$ cat config.mk
export PLATFORM = sky130hd
export DESIGN_NAME = nios_memory_stream_loader
export DESIGN_NICKNAME = d
export VERILOG_FILES = /design/src/rtl/nios_memory_stream_loader.sv
export SDC_FILE = /design/constraint.sdc
export NUM_CORES = 1
export LEC_CHECK = 0
export ABC_AREA = 1
export BUFFER_PORTS_ARGS = -buffer_cell sky130_fd_sc_hd__buf_4
export CORE_MARGIN = 5
export CORE_UTILIZATION = 26
export CTS_CLUSTER_SIZE = 12
export DETAILED_ROUTE_END_ITERATION = 16
export GPL_ROUTABILITY_DRIVEN = 0
export PLACE_DENSITY = 0.46
export SETUP_SLACK_MARGIN = 0.5
export SKIP_CTS_REPAIR_TIMING = 1
export SLEW_MARGIN = 20
export SYNTH_ARGS = -nofsm -noshare
export SYNTH_HDL_FRONTEND = slang
export SYNTH_SLANG_ARGS = --single-unit
$ cat constraint.sdc
create_clock -name clk -period 4.2 [get_ports clk]
set_input_delay 1.26 -clock clk [delete_from_list [all_inputs] [get_ports clk]]
set_output_delay 1.26 -clock clk [all_outputs]
set_load 0.02 [all_outputs]
$ cat src/rtl/nios_memory_stream_loader.sv
// Byte-stream to 32-bit word loader for the on-chip program/data memory.
// Bytes are packed little-endian and written with zero-wait-state slave-port writes.
module nios_memory_stream_loader #(
   parameter int ADDR_WIDTH = 11,
   parameter int CNT_WIDTH  = 14
) (
   input  logic                  clk,
   input  logic                  reset_n,
   input  logic                  start,
   input  logic [ADDR_WIDTH-1:0] base_addr,
   input  logic [CNT_WIDTH-1:0]  byte_count,
   input  logic [7:0]            in_data,
   input  logic                  in_valid,
   output logic                  in_ready,
   output logic [ADDR_WIDTH-1:0] mem_address,
   output logic [3:0]            mem_byteenable,
   output logic                  mem_chipselect,
   output logic                  mem_write,
   output logic [31:0]           mem_writedata,
   output logic                  busy,
   output logic                  done
);

   typedef enum logic [1:0] {
      IDLE  = 2'd0,
      FILL  = 2'd1,
      WRITE = 2'd2,
      DONE  = 2'd3
   } state_t;

   state_t                state_reg, state_next;
   logic [ADDR_WIDTH-1:0] addr_reg, addr_next;
   logic [CNT_WIDTH-1:0]  remain_reg, remain_next;
   logic [1:0]            lane_reg, lane_next;
   logic [31:0]           pack_reg, pack_next;
   logic [3:0]            be_reg, be_next;

   logic [ADDR_WIDTH-1:0] mem_address_reg;
   logic [31:0]           mem_writedata_reg;
   logic [3:0]            mem_byteenable_reg;
   logic                  mem_chipselect_reg;
   logic                  mem_write_reg;
   logic                  busy_reg;
   logic                  done_reg;

   logic                  accept;
   logic                  entering_write;
   logic [3:0]            lane_hit;
   logic [31:0]           pack_fill;
   logic [3:0]            be_fill;

   assign in_ready = (state_reg == FILL);
   assign accept   = (state_reg == FILL) && in_valid;

   // Per-lane merge of the incoming byte into the packing register.
   genvar gi;
   generate
      for (gi = 0; gi < 4; gi++) begin : g_lane
         assign lane_hit[gi]           = accept && (lane_reg == 2'(gi));
         assign pack_fill[8*gi +: 8]   = lane_hit[gi] ? in_data : pack_reg[8*gi +: 8];
         assign be_fill[gi]            = be_reg[gi] | lane_hit[gi];
      end
   endgenerate

   always_comb begin
      state_next  = state_reg;
      addr_next   = addr_reg;
      remain_next = remain_reg;
      lane_next   = lane_reg;
      pack_next   = pack_reg;
      be_next     = be_reg;
      case (state_reg)
         IDLE: begin
            // The done pulse trails the DONE state by a cycle; a start there is ignored too.
            if (start && !done_reg) begin
               addr_next   = base_addr;
               remain_next = byte_count;
               lane_next   = 2'd0;
               pack_next   = 32'd0;
               be_next     = 4'd0;
               state_next  = (byte_count == '0) ? DONE : FILL;
            end
         end
         FILL: begin
            if (accept) begin
               pack_next   = pack_fill;
               be_next     = be_fill;
               remain_next = remain_reg - CNT_WIDTH'(1);
               lane_next   = lane_reg + 2'd1;
               if (lane_reg == 2'd3 || remain_reg == CNT_WIDTH'(1)) begin
                  state_next = WRITE;
               end
            end
         end
         WRITE: begin
            addr_next  = addr_reg + ADDR_WIDTH'(1);
            pack_next  = 32'd0;
            be_next    = 4'd0;
            lane_next  = 2'd0;
            state_next = (remain_reg == '0) ? DONE : FILL;
         end
         DONE: begin
            state_next = IDLE;
         end
         default: begin
            state_next = IDLE;
         end
      endcase
   end

   assign entering_write = (state_next == WRITE);

   always_ff @(posedge clk or negedge reset_n) begin
      if (!reset_n) begin
         state_reg  <= IDLE;
         addr_reg   <= '0;
         remain_reg <= '0;
         lane_reg   <= 2'd0;
         pack_reg   <= 32'd0;
         be_reg     <= 4'd0;
      end else begin
         state_reg  <= state_next;
         addr_reg   <= addr_next;
         remain_reg <= remain_next;
         lane_reg   <= lane_next;
         pack_reg   <= pack_next;
         be_reg     <= be_next;
      end
   end

   // Slave-port outputs are loaded on entry to WRITE so they are registered for that one cycle.
   always_ff @(posedge clk or negedge reset_n) begin
      if (!reset_n) begin
         mem_address_reg    <= '0;
         mem_writedata_reg  <= 32'd0;
         mem_byteenable_reg <= 4'd0;
         mem_chipselect_reg <= 1'b0;
         mem_write_reg      <= 1'b0;
         busy_reg           <= 1'b0;
         done_reg           <= 1'b0;
      end else begin
         mem_address_reg    <= entering_write ? addr_reg : '0;
         mem_writedata_reg  <= entering_write ? pack_next : 32'd0;
         mem_byteenable_reg <= entering_write ? be_next : 4'd0;
         mem_chipselect_reg <= entering_write;
         mem_write_reg      <= entering_write;
         busy_reg           <= (state_next != IDLE);
         done_reg           <= (state_reg == DONE);
      end
   end

   assign mem_address    = mem_address_reg;
   assign mem_writedata  = mem_writedata_reg;
   assign mem_byteenable = mem_byteenable_reg;
   assign mem_chipselect = mem_chipselect_reg;
   assign mem_write      = mem_write_reg;
   assign busy           = busy_reg;
   assign done           = done_reg;

endmodule

==> results by stage, run 1 <==
Run status:
- The flow ran to the end, and the final reports show no timing, DRC or antenna violations.

Pwr:
- The clock network is responsible for 31.7% of the overall power.
- Total power for the finished layout comes to 0.004071 W.
- The fraction of power consumed by combinational cells is 29.5%.
- For this design the total switching power over the nets is 0.001442 W.
- In this run the power density over the cells is 617.8 mW/mm^2.
- The analysis attributes to cell leakage a power of 3.579 nW.
- Of the total power, the share spent switching nets is 35.42%.
- The design internal power is 0.002629 W.
- The share of total power dissipated in sequential elements is 38.9%.
- IR analysis of the VDD net gives a maximum drop of 0.0003165 V.

Clock tree:
- The longest clock path from root to sink contains 2 buffers.
- The H-tree was split into 4 levels.
- Clock tree synthesis selected as its root buffer the cell clkbuf_16.
- The later pin in the worst-skew pair is clocked with a latency of 0.41 ns.
- Clock-pin slew was measured on the worst setup and hold paths at 0.05 ns.
- Clock tree synthesis found a total of 115 sinks.
- The clock buffer count from CTS is 17.
- The clock tree from TritonCTS is yes.

STA:
- In this run the tightest slew margin relative to its limit is 52.30%.
- The final critical path time including I/O delays and setup is 3.029 ns.
- The sum of negative setup slack is 0 ns.
- The timing-limited maximum frequency is 330.2 MHz.
- Setup repair after global routing left no endpoint under its margin.
- The total setup violations reported at the end of the flow is 0.
- The ratio of final minimum period to clock period is 72.11%.
- The final-report max-slew violation count is 0.
- The final hold violation count was 0.
- Across the routed clock network, the largest skew measured is 0.006487 ns.
- The transition time of the tightest slew-check pin is 0.7130 ns.

Die:
- The number of core rows is 51.
- The floorplan die width is 151.1 um.
- The total area inside the core boundary comes to 0.01953 mm^2.
- The number of primary I/O pins is 89.
- The starting density of the core is 26.52%.
- In this run the vertical extent of the chip is 151.1 um.
- The die covers 0.02284 mm^2.

Route:
- In this run, the number of DRC markers left after iteration 0 of detailed routing was 175.
- Dividing the detail-routed wire length by the instance count gives 13.61 um.
- The first-pass detailed-route iteration total is 4.
- The post-detailed-route count of antenna-violating nets is 0.
- The total wire length after detailed routing is 12930 um.
- The total number of vias is 4018.
- After detailed routing, the number of remaining DRC violations is 0.
- In the routed layout, each cell is associated on average with a via count of 4.229.

Worst setup path:
- The biggest fanout along the worst timing path is 7.
- STA puts the critical path data arrival time at 1.77 ns.
- The most critical setup path has its startpoint at state_reg[0]$_DFF_PN0_.
- At the worst endpoint, the required time is 2.94 ns.
- The signal on the critical path passes through inv_2, nor2_1, buf_4.
- STA classifies the critical path startpoint as a flop.
- The delay contributed by the slowest stage of the critical path is 0.53 ns.
- The critical-path cell with the highest stage delay is nor2_1.
- The worst setup path is captured at a primary output.
- The source of the worst register-to-register timing path is state_reg[0]$_DFF_PN0_.
- The critical setup path kind is flop to primary output.

GRT:
- Entering global routing, the biggest net connects 51 pins.
- The first-pass GRT wire length is 21740 um.
- For this run, the total global-route usage over all layers was measured as 12.40%.
- Summed over all layers, the global routing overflow is 0.
- The initial antenna violation count was 0.
- The number of global-route vias before repair was 4359.

Synth:
- After synthesis, flip-flops and latches occupy 55.57% of the total area.
- Synthesis produced 587 cells.
- The count of synthesis-stage warnings from yosys is 0.
- Counting flops and latches in the post-synthesis netlist gives 115.
- Averaged over all synthesized cells, the footprint is 8.822 um^2.
- When the netlist entered floorplanning its net count stood at 632.
- The post-synthesis instance area is 0.005179 mm^2.
- The synthesized netlist contains 29 unique library cells.

Finish:
- The number of non-filler instances in the completed layout is 950.
- The final net count is 720.
- The diode insertion count for antenna repair is 0.
- Cells with a size suffix above 1 make up 23.21% of the layout.
- The count of filler cells inserted in the layout is 2065.
- Relative to the synthesized area, the layout overhead comes to 27.25%.

Place:
- The wire-length estimate of the detail-placed layout is 9007 um.
- The number of placed instances, taps included is 921.
- The number of I/O port buffers is 88.

Min path:
- The worst hold path class is flop to flop.
- The startpoint of the lowest-slack hold path is be_reg[2]$_DFF_PN0_.

Run:
- The max-cap violation count is 0.
[stage by stage]
| stage | hold slack (ns) | util, % | worst slack (ns) | instance area [um^2] |
|---|---|---|---|---|
| after floorplan | 0.4364 | - | 1.949 | 5179 |
| after global placement | 0.4489 | 31.03 | 1.077 | 6060 |
| after detailed placement | 0.4553 | 31.03 | 1.068 | 6060 |
| after CTS | 0.4682 | 33.75 | 1.128 | 6590 |
| after global routing | 0.5015 | 33.75 | 1.101 | 6590 |
| final | 0.4651 | 33.75 | 1.171 | 6590 |
[final timing paths]
check | endpoint | slack (ns) | depth (start not counted)
max | in_ready | 1.17 | 3
min | be_reg[2]$_DFF_PN0_ | 0.47 | 2
max reg2reg | mem_byteenable[1]$_DFF_PN0_ | 1.46 | 8
min reg2reg | be_reg[2]$_DFF_PN0_ | 0.47 | 2
max in group asynchronous | be_reg[0]$_DFF_PN0_ | 2.55 | 2
min in group asynchronous | remain_reg[3]$_DFFE_PN0P_ | 0.88 | 1
[layer usage]
| layer | share of wire, % | global-route usage [%] | wire [um] |
|---|---|---|---|
| met5 | 0 | 0 | 0 |
| met4 | 2.0 | 5.440 | 258 |
| met3 | 5.2 | 4.129 | 674 |
| met2 | 47 | 20.07 | 6127 |
| met1 | 45 | 15.08 | 5871 |
[kinds of logic after synthesis]
family / Yosys count / share of synthesized area, %
XOR/XNOR: 1 / 0.1692
AND/OR/NAND/NOR: 269 / 22.59
adder cells (fa/ha/maj): 8 / 1.933
buffers and inverters: 116 / 9.640
flip-flops: 115 / 55.57
AO/OA/AOI/OAI: 78 / 10.10
[Yosys cell counts, drive strengths merged]
library cell | n | area, um^2
a21oi | 18 | 90.09
a22oi | 4 | 30.03
a31oi | 1 | 6.260
buf | 20 | 138.9
clkbuf | 2 | 7.510
dfrtp | 115 | 2878
ha | 8 | 100.1
inv | 94 | 352.8
nand2 | 138 | 543.0
nand3 | 66 | 330.3
nand4 | 8 | 50.05
nor2 | 54 | 231.5
nor3 | 3 | 15.01
o211ai | 4 | 30.03
o21ai | 49 | 350.3
o221ai | 1 | 8.760
o31ai | 1 | 7.510
xnor2 | 1 | 8.760
[critical path, delay by kind of cell (launching register included)]
family	cells	cell delay [ns]
and+or+nand+nor	1	0.53
DFF	1	0.51
buffers and inverters	2	0.33
[cell type report]
| class | instances | area (um^2) | area share, % |
|---|---|---|---|
| clock buffer | 25 | 505.5 | 7.670 |
| clock inverter | 4 | 25.02 | 0.3797 |
| inverter | 94 | 352.8 | 5.354 |
| multi-input combinational | 356 | 1802 | 27.34 |
| sequential | 115 | 2878 | 43.67 |
| tap | 265 | 331.6 | 5.031 |
| timing repair buffer | 91 | 695.7 | 10.56 |
[power by group through the flow]
stage / Sequential, W / Combinational (W) / Clock, W
floorplan: 0.00157 / 0.000929 / 0
global placement: 0.00159 / 0.00119 / 0
detailed placement: 0.00160 / 0.00122 / 0
CTS: 0.00158 / 0.00122 / 0.00133
global route: 0.00162 / 0.00140 / 0.00138
finish: 0.00158 / 0.00120 / 0.00129
[layout by cell type, fill, tap and decap left out, types with 5 or more instances in the layout]
master / count
dfrtp_1: 115
o21ai_0: 20
buf_4: 90
a21oi_1: 18
nand2_1: 132
inv_1: 90
clkbuf_16: 17
nor2_1: 50
nand4_1: 8
clkbuf_8: 5
ha_1: 8
nand3_1: 66
o21ai_2: 28
Note: power is estimated with default switching activity, not from simulation.
==> inputs of run 2 (changes only) <==
Clock period 4.2 ns to 2.98 ns, I/O delays scaled along.
==> run 2 against run 1 <==
  * Sequential power is 41% higher
  * Critical path depth is 1 higher
  * Non-clock buffer count is 2 higher
  * Clock-buffer cell count stayed put
  * Hold slack worse by 0.17 ns
  * Die area stayed put
  * Wire length is 1.3% higher
  * Critical path type unchanged
  * Critical endpoint unchanged
==> results by stage, run 2 (synthesized netlist as in run 1, its figures left out) <==
STA:
- The sum of negative setup slack came to 0 ns (unchanged).
- The final-report max-slew violation count is 0 (unchanged).
- The transition time of the tightest slew-check pin is 0.7478 ns (+0.03477 ns).
- The final setup skew came to 0.009385 ns (+0.002898 ns).
- The total setup violations reported at the end of the flow was 0 (unchanged).
- The relative slew slack is 50.07% (-2.2 points).
- The smallest clock period supported by the final layout is computed as 2.415 ns.
- The ratio of final minimum period to clock period is 81.04%.
- Setup repair after global routing left no endpoint under its margin.
- The final hold violation count came to 0 (unchanged).
- The timing-limited maximum frequency is 414.1 MHz.

Worst setup path:
- The worst path required time is 2.09 ns (-0.85 ns).
- The biggest fanout along the worst timing path is 20 (+13).
- The critical setup path kind is flop to primary output.
- The worst reg2reg path depth is 8 (unchanged).
- The worst path arrival time is 1.52 ns (-0.25 ns).
- The startpoint type of the worst setup path is a flop.
- The endpoint kind of the worst setup timing path is a primary output.

Pwr:
- The power per unit of standard cell area is 877.7 mW/mm^2 (+42%).
- The share of total power consumed by net switching came to 35.36% (-0.065 points).
- The clock network power share was 32.2% (+0.5 points).
- The design internal power came to 0.003759 W (+43%).
- The fraction of power consumed by sequential logic is 38.4% (-0.5 points).
- The net switching component of the power is 0.002056 W (+43%).
- The leakage component of the power is 3.600 nW (+0.59%).
- The fraction of power consumed by combinational cells came to 29.4% (about the same).
- The worst voltage drop across the vdd grid is 0.0004824 V (+52%).

Finish:
- The library cell used most frequently in the layout, excluding fill and tap cells, is nand2_1.
- The final net count was 722 (+0.28%).
- The diode insertion count for antenna repair came to 0 (unchanged).
- The share of post-route cells with drive strength above 1 is 23.26% (+0.044 points).
- The top cell types in the final layout, fill and taps aside, are nand2_1 (132), dfrtp_1 (115), buf_4 (91).
- The number of non-filler instances in the completed layout is 953 (+0.32%).
- Compared with the post-synthesis result, the final layout area differs by 27.93%.
- The count of filler cells inserted in the layout came to 2067 (+0.097%).

Place:
- The number of I/O port buffers is 88 (unchanged).
- The number of placed instances, taps included is 923 (+0.22%).
- The estimated wirelength of the detail-placed design is 9024 um (+0.18%).

Run:
- The max-cap violation count was 0 (unchanged).

GRT:
- The number of global-route vias before repair is 4265 (-2.2%).
- The initial antenna violation count was 0 (unchanged).
- The total track usage is 12.28% (-0.12 points).
- The largest net degree at the start of global routing is 65 (+27%).
- The global-route congestion overflow total was 0 (unchanged).
- The first-pass GRT wire length is 21670 um (-0.34%).

Route:
- The number of DRC violations after detailed-routing iteration 0 is 187 (+6.9%).
- The per-cell routed wire length is 13.74 um (+0.94%).
- The total wire length after detailed routing was 13090 um (+1.3%).
- The total DRC errors in the routed layout is 0 (unchanged).
- The post-detailed-route count of antenna-violating nets is 0 (unchanged).
- The first-pass detailed-route iteration total came to 4 (unchanged).
- The via-per-instance ratio is 4.284 (+1.3%).
- The total number of vias is 4083 (+1.6%).

Clock tree:
- The H-tree depth is 4 (unchanged).
- TritonCTS built the clock tree.
- The register clock-pin slew on the reported worst setup and hold paths is 0.05 ns (about the same).
- The total clock sinks came to 115 (unchanged).
- The insertion delay of the later-clocked pin in the worst-skew pair was 0.41 ns (about the same).
- The clock buffer count from CTS is 17 (unchanged).
- The buffer levels on the longest clock path came to 2 (unchanged).
- The root buffer cell chosen for the clock tree is clkbuf_16.

Die:
- The core area is 0.01953 mm^2 (unchanged).
- The overall die area is 0.02284 mm^2 (unchanged).
- The number of core rows is 51 (unchanged).
- The floorplan die height came to 151.1 um (unchanged).
- The number of primary I/O pins is 89 (unchanged).
- The starting density of the core is 26.52% (unchanged).
- The floorplan die width was 151.1 um (unchanged).

Run status:
- The run finished with clean final reports.

Min path:
- The worst hold path class is primary input to asynchronous set/reset pin.
[run 2: cell count changes in the layout (fill, tap and decap cells not counted), sizes merged]
cell	change
buf	+2
bufinv	+1
clkinv	+1
clkinvlp	-1
[run 2: metal layers]
layer | wire length (um) | vias to the layer above | share of wire [%] | GRT usage (%)
met3 | 638 | 19 | 4.9 | 3.800
met5 | 0 | - | 0 | 0
met1 | 6121 | 1942 | 47 | 15.73
met2 | 6107 | 89 | 47 | 19.36
li1 | - | 2033 | - | -
met4 | 224 | 0 | 1.7 | 4.986
[run 2: worst max-delay path: stages, from the launching register on]
cell	delay (ns)
dfrtp_1	0.52
inv_2	0.06
nor2_1	0.09
buf_4	0.24
buf_4	0.19
[run 2: stage by stage]
stage / setup WS [ns] / hold slack (ns) / cell area (um^2) / total power (W) / utilization [%]
floorplan: 1.095 / 0.4364 / 5179 / 0.003523 / -
global placement: 0.6677 / 0.4498 / 6087 / 0.003929 / 31.17
detailed placement: 0.5981 / 0.4537 / 6087 / 0.003984 / 31.17
CTS: 0.5442 / 0.2785 / 6625 / 0.005888 / 33.93
global route: 0.5004 / 0.2770 / 6625 / 0.006242 / 33.93
finish: 0.5650 / 0.2969 / 6625 / 0.005815 / 33.93
[run 2: final timing paths]
path / start / to / slack, ns
max in group asynchronous: reset_n / mem_address[6]$_DFF_PN0_ / 2.12
min in group clk: be_reg[1]$_DFF_PN0_ / be_reg[1]$_DFF_PN0_ / 0.46
min: reset_n / remain_reg[6]$_DFFE_PN0P_ / 0.30
min reg2reg: be_reg[1]$_DFF_PN0_ / be_reg[1]$_DFF_PN0_ / 0.46
max reg2reg: state_reg[0]$_DFF_PN0_ / mem_writedata[19]$_DFF_PN0_ / 0.94
max: state_reg[0]$_DFF_PN0_ / in_ready / 0.57
[run 2: area by class of cell]
cell class / instances / area, um^2 / area share (%)
inverters: 94 / 352.8 / 5.326
repair buffers: 93 / 723.2 / 10.92
clock inverters: 5 / 52.55 / 0.7932
flip-flops and latches: 115 / 2878 / 43.44
clock buffers: 25 / 485.5 / 7.328
multi-input cells: 356 / 1802 / 27.20
well taps: 265 / 331.6 / 5.005
[run 2: power by group through the flow]
stage	Sequential (W)	Clock (W)	Combinational (W)
CTS	0.00223	0.00192	0.00174
global placement	0.00224	0	0.00169
detailed placement	0.00226	0	0.00173
global route	0.00228	0.00200	0.00197
floorplan	0.00221	0	0.00131
finish	0.00223	0.00187	0.00171
==> inputs of run 3 (changes only) <==
Settings changed: PLACE_DENSITY 0.46 to 0.48.
Clock period 2.98 ns to 2.2 ns, I/O delays scaled along.
==> run 3 against run 2 <==
  * Setup slack worse by 0.20 ns
  * Register-to-register slack worse by 0.35 ns
  * Critical path depth is 2 lower
  * Largest cell class unchanged
==> results by stage, run 3 (synthesized netlist as in run 1, its figures left out) <==
Run status:
- The run finished with clean final reports.

STA:
- The final critical path time including I/O delays and setup is 1.831 ns.
- The total setup violations reported at the end of the flow came to 0 (unchanged).
- For this run, the top clock speed supported by timing is 546.2 MHz.
- The sum of negative setup slack is 0 ns (unchanged).
- The final-report max-slew violation count is 0 (unchanged).
- Setup repair after global routing could not meet its margin everywhere.
- The transition time of the tightest slew-check pin came to 0.4447 ns (-0.3031 ns).
- The final hold violation count is 0 (unchanged).
- The final setup skew was 0.01266 ns (+0.003274 ns).
- Dividing the final minimum period by the clock period gives 83.22%.
- The relative slew slack is 70.24% (+20 points).

Route:
- The first-pass detailed-route iteration total is 4 (unchanged).
- The total number of vias is 4138 (+1.3%).
- The via-per-instance ratio is 4.279 (-0.12%).
- The total wire length after detailed routing is 13200 um (+0.79%).
- The post-detailed-route count of antenna-violating nets is 0 (unchanged).
- The per-cell routed wire length is 13.65 um (-0.66%).
- The total DRC errors in the routed layout is 0 (unchanged).
- The number of DRC violations after detailed-routing iteration 0 is 233 (+25%).

Pwr:
- The worst voltage drop across the vdd grid was 0.0006153 V (+28%).
- The leakage component of the power is 3.744 nW (+4.0%).
- The design internal power is 0.005775 W (+54%).
- The fraction of power consumed by combinational cells is 30.8% (+1.4 points).
- The fraction of power consumed by sequential logic is 34.6% (-3.8 points).
- The share of total power consumed by net switching is 33.88% (-1.5 points).
- The net switching component of the power is 0.002959 W (+44%).
- The power per unit of standard cell area was 1238 mW/mm^2 (+41%).
- The clock network power share is 34.6% (+2.4 points).

GRT:
- The routing usage on met2 is 19.25% (-0.11 points).
- The initial antenna violation count came to 0 (unchanged).
- The largest net degree at the start of global routing was 52 (-20%).
- The first-pass GRT wire length is 21850 um (+0.86%).
- The total track usage came to 12.37% (+0.084 points).
- The number of global-route vias before repair was 4221 (-1.0%).
- The met1 track demand over resource in global routing is 15.75% (+0.020 points).
- The global-route congestion overflow total is 0 (unchanged).
- In this run the most used layer during global routing was met2.
- The met3 track utilization from global routing was 4.578% (+0.78 points).

Die:
- The floorplan die width is 151.1 um (unchanged).
- The floorplan die height came to 151.1 um (unchanged).
- The starting density of the core came to 26.52% (unchanged).
- The overall die area is 0.02284 mm^2 (unchanged).
- The core area is 0.01953 mm^2 (unchanged).
- The number of core rows is 51 (unchanged).
- The number of primary I/O pins is 89 (unchanged).

Run:
- The max-cap violation count is 0 (unchanged).

Place:
- The instance area after placement came to 0.006137 mm^2 (+0.82%).
- The estimated wirelength of the detail-placed design is 9432 um (+4.5%).
- The number of I/O port buffers came to 88 (unchanged).

Finish:
- The count of filler cells inserted in the layout is 2030 (-1.8%).
- The finished layout cell area was 0.007057 mm^2 (+6.5%).
- The diode insertion count for antenna repair was 0 (unchanged).
- The final net count is 734 (+1.7%).
- The relative area change from synthesis to final layout is 36.26%.
- The most frequent standard cell in the layout excluding fill and tap cells is nand2_1.
- The share of post-route cells with drive strength above 1 is 27.78% (+4.5 points).
- The library cells used most frequently in the layout, excluding fill and tap cells, are nand2_1 (130), dfrtp_1 (113), buf_4 (96).

Clock tree:
- The root buffer selected by CTS is clkbuf_16.
- TritonCTS built the clock tree.
- The register clock-pin slew on the reported worst setup and hold paths is 0.05 ns (about the same).
- The insertion delay of the later-clocked pin in the worst-skew pair is 0.41 ns (about the same).
- The buffer levels on the longest clock path is 2 (unchanged).
- The total clock sinks was 115 (unchanged).
- The clock buffer count from CTS is 17 (unchanged).
- The H-tree depth is 4 (unchanged).

Worst setup path:
- The biggest fanout along the worst timing path is 4 (-80%).
- The worst path arrival time is 1.17 ns (-0.35 ns).
- Walking the worst path, the cells encountered are nor2_4, buf_6.
- The delay contributed by the slowest stage of the critical path was 0.45 ns (-0.07 ns).
- STA classifies the critical path startpoint as a flop.
- The critical-path cell with the highest stage delay is dfrtp_2.
- The worst path required time was 1.54 ns (-0.55 ns).
- The worst setup path is of the flop to primary output kind.
- The endpoint kind of the worst setup timing path is a primary output.

Min path:
- The worst hold path class is primary input to asynchronous set/reset pin.
run 3: cell types whose count changed in the layout (fill, tap and decap cells not counted), moves of 3 or more:
cell / before / now
nand3_2: 0 / 4
buf_12: 2 / 7
nand2_2: 4 / 1
bufinv_16: 1 / 4
nand2_8: 0 / 5
clkbuf_1: 5 / 1
nor2_1: 50 / 45
clkbuf_8: 3 / 6
nor2_4: 1 / 4
nand3_1: 66 / 61
buf_4: 91 / 96
run 3: worst max-delay path, delay by kind of cell, from the launching register on:
kind | cells | cell delay [ns]
DFF | 1 | 0.45
and+or+nand+nor | 1 | 0.17
buffers and inverters | 1 | 0.14
run 3: metal layers:
layer | share of wire [%] | routed length, um
met1 | 44 | 5835
met5 | 0 | 0
met4 | 1.2 | 162
met3 | 6.3 | 829
met2 | 48 | 6370
run 3: layout make-up:
cell class	instances	area (um^2)	area share [%]
Clock buffer	24	511.7	7.252
Clock inverter	8	145.1	2.057
Inverter	94	362.8	5.142
Multi-Input combinational cell	356	1942	27.52
Sequential cell	115	2880	40.82
Tap cell	265	331.6	4.699
Timing Repair Buffer	105	883.3	12.52
run 3: metrics by stage:
step	utilization, %	setup slack [ns]	power, W	cells	hold slack [ns]
floorplan	-	0.5489	0.004772	587	0.3644
global placement	31.43	0.2694	0.005376	928	0.4501
detailed placement	31.43	0.2885	0.005447	928	0.4553
CTS	34.79	0.06437	0.008517	960	0.1688
global route	36.14	0.2966	0.009350	967	0.1842
finish	36.14	0.3692	0.008734	967	0.1752
run 3: worst paths after layout:
check | from | endpoint | slack, ns | cells past startpoint
hold / removal | reset_n | mem_writedata[12]$_DFF_PN0_ | 0.18 | 1
min in group clk | be_reg[1]$_DFF_PN0_ | be_reg[1]$_DFF_PN0_ | 0.47 | 2
setup reg to reg | state_reg[0]$_DFF_PN0_ | mem_writedata[15]$_DFF_PN0_ | 0.59 | 10
max in group asynchronous | reset_n | state_reg[0]$_DFF_PN0_ | 1.39 | 2
hold reg to reg | be_reg[1]$_DFF_PN0_ | be_reg[1]$_DFF_PN0_ | 0.47 | 2
setup / recovery | state_reg[1]$_DFF_PN0_ | in_ready | 0.37 | 2
run 3: power groups by stage:
| stage | sequential, W | combinational, W | clock, W |
|---|---|---|---|
| after floorplan | 0.00300 | 0.00177 | 0 |
| after global placement | 0.00303 | 0.00235 | 0 |
| after detailed placement | 0.00305 | 0.00240 | 0 |
| after CTS | 0.00302 | 0.00241 | 0.00309 |
| after global routing | 0.00310 | 0.00307 | 0.00318 |
| final | 0.00302 | 0.00269 | 0.00302 |
